--- src/rtl/serial_sub.sv ---
// serial_sub: bit-serial ripple-borrow subtractor.
// Computes Diff = A - B - Bin one bit per clock, LSB first, through a single
// full-subtractor cell. A start/done handshake brackets each operation. Diff,
// Bout and V are updated together at the completion edge and are held until
// the next completion edge.
module serial_sub #(
  parameter int WIDTH = 8
) (
  input  logic             clk,
  input  logic             rst_n,
  input  logic             start,
  input  logic [WIDTH-1:0] A,
  input  logic [WIDTH-1:0] B,
  input  logic             Bin,
  output logic             busy,
  output logic             done,
  output logic [WIDTH-1:0] Diff,
  output logic             Bout,
  output logic             V
);

  localparam int CW = (WIDTH > 2) ? $clog2(WIDTH) : 1;
  localparam logic [CW-1:0] LAST_BIT = CW'(WIDTH - 1);

  typedef enum logic {
    IDLE,
    RUN
  } state_t;

  state_t state, state_nxt;

  // Operand shift registers. Both shift right, so the current bit is at [0].
  logic [WIDTH-1:0] a_sh;
  logic [WIDTH-1:0] b_sh;
  // Difference bits collected so far. Each new bit enters at the top, so after
  // WIDTH-1 steps d0 sits at bit 0. The final bit is appended combinationally.
  logic [WIDTH-2:0] res_sh;
  logic [WIDTH-1:0] res_next;
  logic             brw;
  logic [CW-1:0]    cnt;

  // FSM control strobes.
  logic load;
  logic step;
  logic last;

  // Full-subtractor cell outputs.
  logic a_k;
  logic b_k;
  logic d_bit;
  logic brw_nxt;

  // State register.
  always_ff @(posedge clk or negedge rst_n) begin
    if (!rst_n) begin
      state <= IDLE;
    end else begin
      state <= state_nxt;
    end
  end

  // Next-state logic and datapath strobes. A start is only looked at in IDLE,
  // which covers the done cycle, so back-to-back starts are accepted.
  always_comb begin
    state_nxt = state;
    load      = 1'b0;
    step      = 1'b0;
    last      = 1'b0;
    case (state)
      IDLE: begin
        if (start) begin
          load      = 1'b1;
          state_nxt = RUN;
        end
      end
      RUN: begin
        step = 1'b1;
        if (cnt == LAST_BIT) begin
          last      = 1'b1;
          state_nxt = IDLE;
        end
      end
      default: begin
        state_nxt = IDLE;
      end
    endcase
  end

  assign busy = (state == RUN);

  // Single full-subtractor cell working on the current operand bits.
  always_comb begin
    a_k      = a_sh[0];
    b_k      = b_sh[0];
    d_bit    = a_k ^ b_k ^ brw;
    brw_nxt  = (~a_k & b_k) | (~(a_k ^ b_k) & brw);
    res_next = {d_bit, res_sh};
  end

  // Operand shift registers, borrow flop, bit counter and partial result.
  always_ff @(posedge clk or negedge rst_n) begin
    if (!rst_n) begin
      a_sh   <= '0;
      b_sh   <= '0;
      res_sh <= '0;
      brw    <= 1'b0;
      cnt    <= '0;
    end else if (load) begin
      a_sh   <= A;
      b_sh   <= B;
      brw    <= Bin;
      cnt    <= '0;
    end else if (step) begin
      a_sh   <= a_sh >> 1;
      b_sh   <= b_sh >> 1;
      res_sh <= res_next[WIDTH-1:1];
      brw    <= brw_nxt;
      cnt    <= cnt + CW'(1);
    end
  end

  // Result registers and done pulse, updated only at the completion edge.
  // At the last step a_k/b_k are the operand sign bits and d_bit is the result
  // sign bit, so overflow needs no extra storage.
  always_ff @(posedge clk or negedge rst_n) begin
    if (!rst_n) begin
      Diff <= '0;
      Bout <= 1'b0;
      V    <= 1'b0;
      done <= 1'b0;
    end else begin
      done <= last;
      if (last) begin
        Diff <= res_next;
        Bout <= brw_nxt;
        V    <= (a_k != b_k) & (d_bit != a_k);
      end
    end
  end

endmodule

--- config.mk ---
export PLATFORM = sky130hd
export DESIGN_NAME = serial_sub
export DESIGN_NICKNAME = d
export VERILOG_FILES = /design/src/rtl/serial_sub.sv
export SDC_FILE = /design/constraint.sdc
export NUM_CORES = 1
export LEC_CHECK = 0
export CAP_MARGIN = 20
export CORE_MARGIN = 5
export CORE_UTILIZATION = 46
export DETAILED_ROUTE_END_ITERATION = 16
export MAX_ROUTING_LAYER = met4
export PLACE_DENSITY = 0.84
export SKIP_LAST_GASP = 1
export SLEW_MARGIN = 25
export SYNTH_ARGS = -nofsm -noshare
export SYNTH_HDL_FRONTEND = slang
export SYNTH_SLANG_ARGS = --single-unit
export TNS_END_PERCENT = 5
--- constraint.sdc ---
create_clock -name clk -period 1.5 [get_ports clk]
set_input_delay 0.225 -clock clk [delete_from_list [all_inputs] [get_ports clk]]
set_output_delay 0.225 -clock clk [all_outputs]
set_load 0.05 [all_outputs]
==> results_dict.tcl <==
set metrics [dict create \
    grt_pass1_wl_mm 5.333 \
    slew_headroom_pct 74.42 \
    post_cts_buffers 0 \
    fmax_ghz 0.6906 \
    overflow 0 \
    routed_via_density 5.023 \
    routedWlPerCell_um 13.93 \
    multi_input_area_um2 644.4 \
    leakage_nw 1.064 \
    maxCapViolations 0 \
    dp_hpwl_mm 2.225 \
    setup_viol 0 \
    cts_buffers 5 \
    vias 1085 \
    p_total_mw 4.705 \
    rsz0062_at_grt "no" \
    first_iter_violations 38 \
    syn_inst 129 \
    ys_types 20 \
    cp-start-kind "flip-flop" \
    power_density_mw_per_mm2 2167 \
    clock-sinks 39 \
    finalClockSkew_ns 0.006907 \
    grt_max_degree 47 \
    layout.area.seq_um2 975.9 \
    crit_required_ns 1.68 \
    period_minus_slack_ns 1.448 \
    grt_pass1_vias 1195 \
    clk_latency_ns 0.29 \
    ios 32 \
    place_congestion 0.7532 \
    drt_wl_total_mm 3.009 \
    crit_path_end_kind "flip-flop" \
    clockBufferDepth 2 \
    chipHeight_um 70.73 \
    cts_tree "done" \
    start_util_pct 47.05 \
    syn-mean-instance-area_um2 13.15 \
    min_period_over_period_pct 96.54 \
    fin_area_mm2 0.002171 \
    fp.dieArea_mm2 0.005003 \
    insertedDiodeCount 0 \
    row_count 22 \
    synth_nets 153 \
    die_w_um 70.73 \
    worst_slew_pin_slew_ns 0.3836 \
    final_util_pct 60.20 \
    hp-class "input port to async pin" \
    crit_type "flip-flop to flip-flop" \
    antenna_found_initial 0 \
    drive_gt1_share_pct 25.60 \
    final_nets 191 \
    crit_arrival_ns 1.62 \
    drcViolationCount 0 \
    ys_seq_area_share_pct 57.52 \
    dpl_cell_area_mm2 0.002056 \
    worstPathCellList "ha_1 > ha_1 > nand2_4 > mux2_2" \
    drtAntennaViolNets 0 \
    ctsRootBufferMaster "clkbuf_8" \
    syn_area_mm2 0.001697 \
    drv_slew 0 \
    crit_top_cell "ha_1" \
    status "completed" \
    fillerInstances 306 \
    cts_htree_levels 2 \
    port_buffers 31 \
    ys_warn_count 0 \
    max_stage_delay_ns 0.39 \
    area_growth_pct 27.95 \
    cp_slowest_cell "dfrtp_1" \
    clk_pin_slew_ns 0.07 \
    fp.coreArea_mm2 0.003606 \
    ir_worst_vdd_v 0.0008505 \
    grt_util_all_layers_pct 14.00 \
    holdWs_ns 0.3906 \
    path_max_fanout 10 \
    hold_viol 0 \
    ys_seq_elements 39 \
    drt_first_pass_iters 4 \
]
-- cells in the final DEF, fill, tap and decap left out --
master,instances
buf_4,16
inv_1,4
buf_2,1
a21oi_1,1
buf_12,3
fa_1,1
a22o_1,2
nor2_1,3
clkdlybuf4s50_1,18
clkbuf_8,7
mux2_2,8
ha_1,3
xor2_1,1
o2bb2ai_1,1
dlygate4sd3_1,1
nand3b_1,1
clkbuf_1,1
mux2i_1,19
o21ai_0,15
dfrtp_1,39
nand2_4,1
mux2_4,7
nand2_1,15
-- layout make-up --
cell class / instances / share of cell area (%)
inverters: 4 / 0.6916
flip-flops and latches: 39 / 44.96
multi-input cells: 78 / 29.68
well taps: 48 / 2.767
repair buffers: 39 / 17.29
clock buffers: 8 / 4.611
-- flip-flops by register name, summed over array words and instances, names as in the netlist --
register and count:
Bout 1, Diff 8, V 1, a_sh 8
b_sh 8, brw 1, busy 1, cnt 3
done 1, res_sh 7
-- worst max-delay path: cells and delay by family, from the launching register on --
kind / cells / cell delay [ns]
DFF: 1 / 0.39
adders and majority gates: 2 / 0.42
muxes: 1 / 0.35
and+or+nand+nor: 1 / 0.18
-- per-stage QoR --
stage,std cells,TNS (ns),setup slack (ns)
finish,216,0,0.05192
detailed placement,207,-0.04262,-0.03955
floorplan,129,0,0.04024
global route,216,0,0.005626
global placement,207,0,0.02050
CTS,216,0,0.03300
-- cells in the mapped netlist --
master / n / area [um^2]
o2bb2ai_1: 1 / 8.760
mux2i_1: 19 / 190.2
buf_2: 2 / 10.01
buf_6: 3 / 33.78
a21oi_1: 1 / 5.000
nor2_1: 3 / 11.26
fa_1: 1 / 20.02
dfrtp_1: 39 / 975.9
a22o_1: 2 / 17.52
mux2_2: 8 / 90.09
xor2_1: 1 / 8.760
inv_1: 4 / 15.01
nand2_1: 15 / 56.30
ha_1: 3 / 37.54
buf_8: 1 / 15.01
clkbuf_1: 2 / 7.510
nand2_2: 1 / 6.260
mux2_4: 7 / 105.1
nand3b_1: 1 / 7.510
o21ai_0: 15 / 75.07
-- per-layer routing --
metal / up-vias / share of wire (%) / global-route usage (%)
met5: - / 0 / -
met4: 0 / 0.83 / 4.175
met3: 4 / 6.2 / 5.540
met2: 35 / 50 / 21.63
met1: 527 / 43 / 16.99
li1: 519 / - / -
-- cell families after synthesis --
family                     count (synthesis)  synth area share, %
xor gates and xnor gates                   1               0.5163
buffers and inverters                     12                4.793
and+or+nand+nor                           20                4.794
AOI/OAI and AO/OA                         19                6.268
adders and majority gates                  4                3.393
muxes                                     34                22.71
DFF                                       39                57.52
-- path summary, 6_finish.rpt --
check	start	end	slack [ns]	depth (start not counted)
worst max-delay path	cnt[0]	Diff[0]	0.05	4
worst min register to register	b_sh[3]	b_sh[2]	0.49	2
worst max register to register	cnt[0]	Diff[0]	0.05	4
worst min-delay path	rst_n	Diff[5]	0.39	2
min in group clk	b_sh[3]	b_sh[2]	0.49	2
max in group asynchronous	rst_n	a_sh[1]	0.60	3
-- power breakdown --
group / internal, mW / switching, mW / leakage [nW] / total, mW
Clock: 0.419 / 0.335 / 0.0515 / 0.754
Sequential: 1.52 / 0.288 / 0.490 / 1.81
Combinational: 0.978 / 1.17 / 0.522 / 2.14
-- timing repair --
item,in CTS,in global routing
endpoints found under the hold margin,15,0
hold buffers,1,0
endpoints found under the setup margin,9,0
resized for setup,1,0
(Power assumes the default switching activity.)
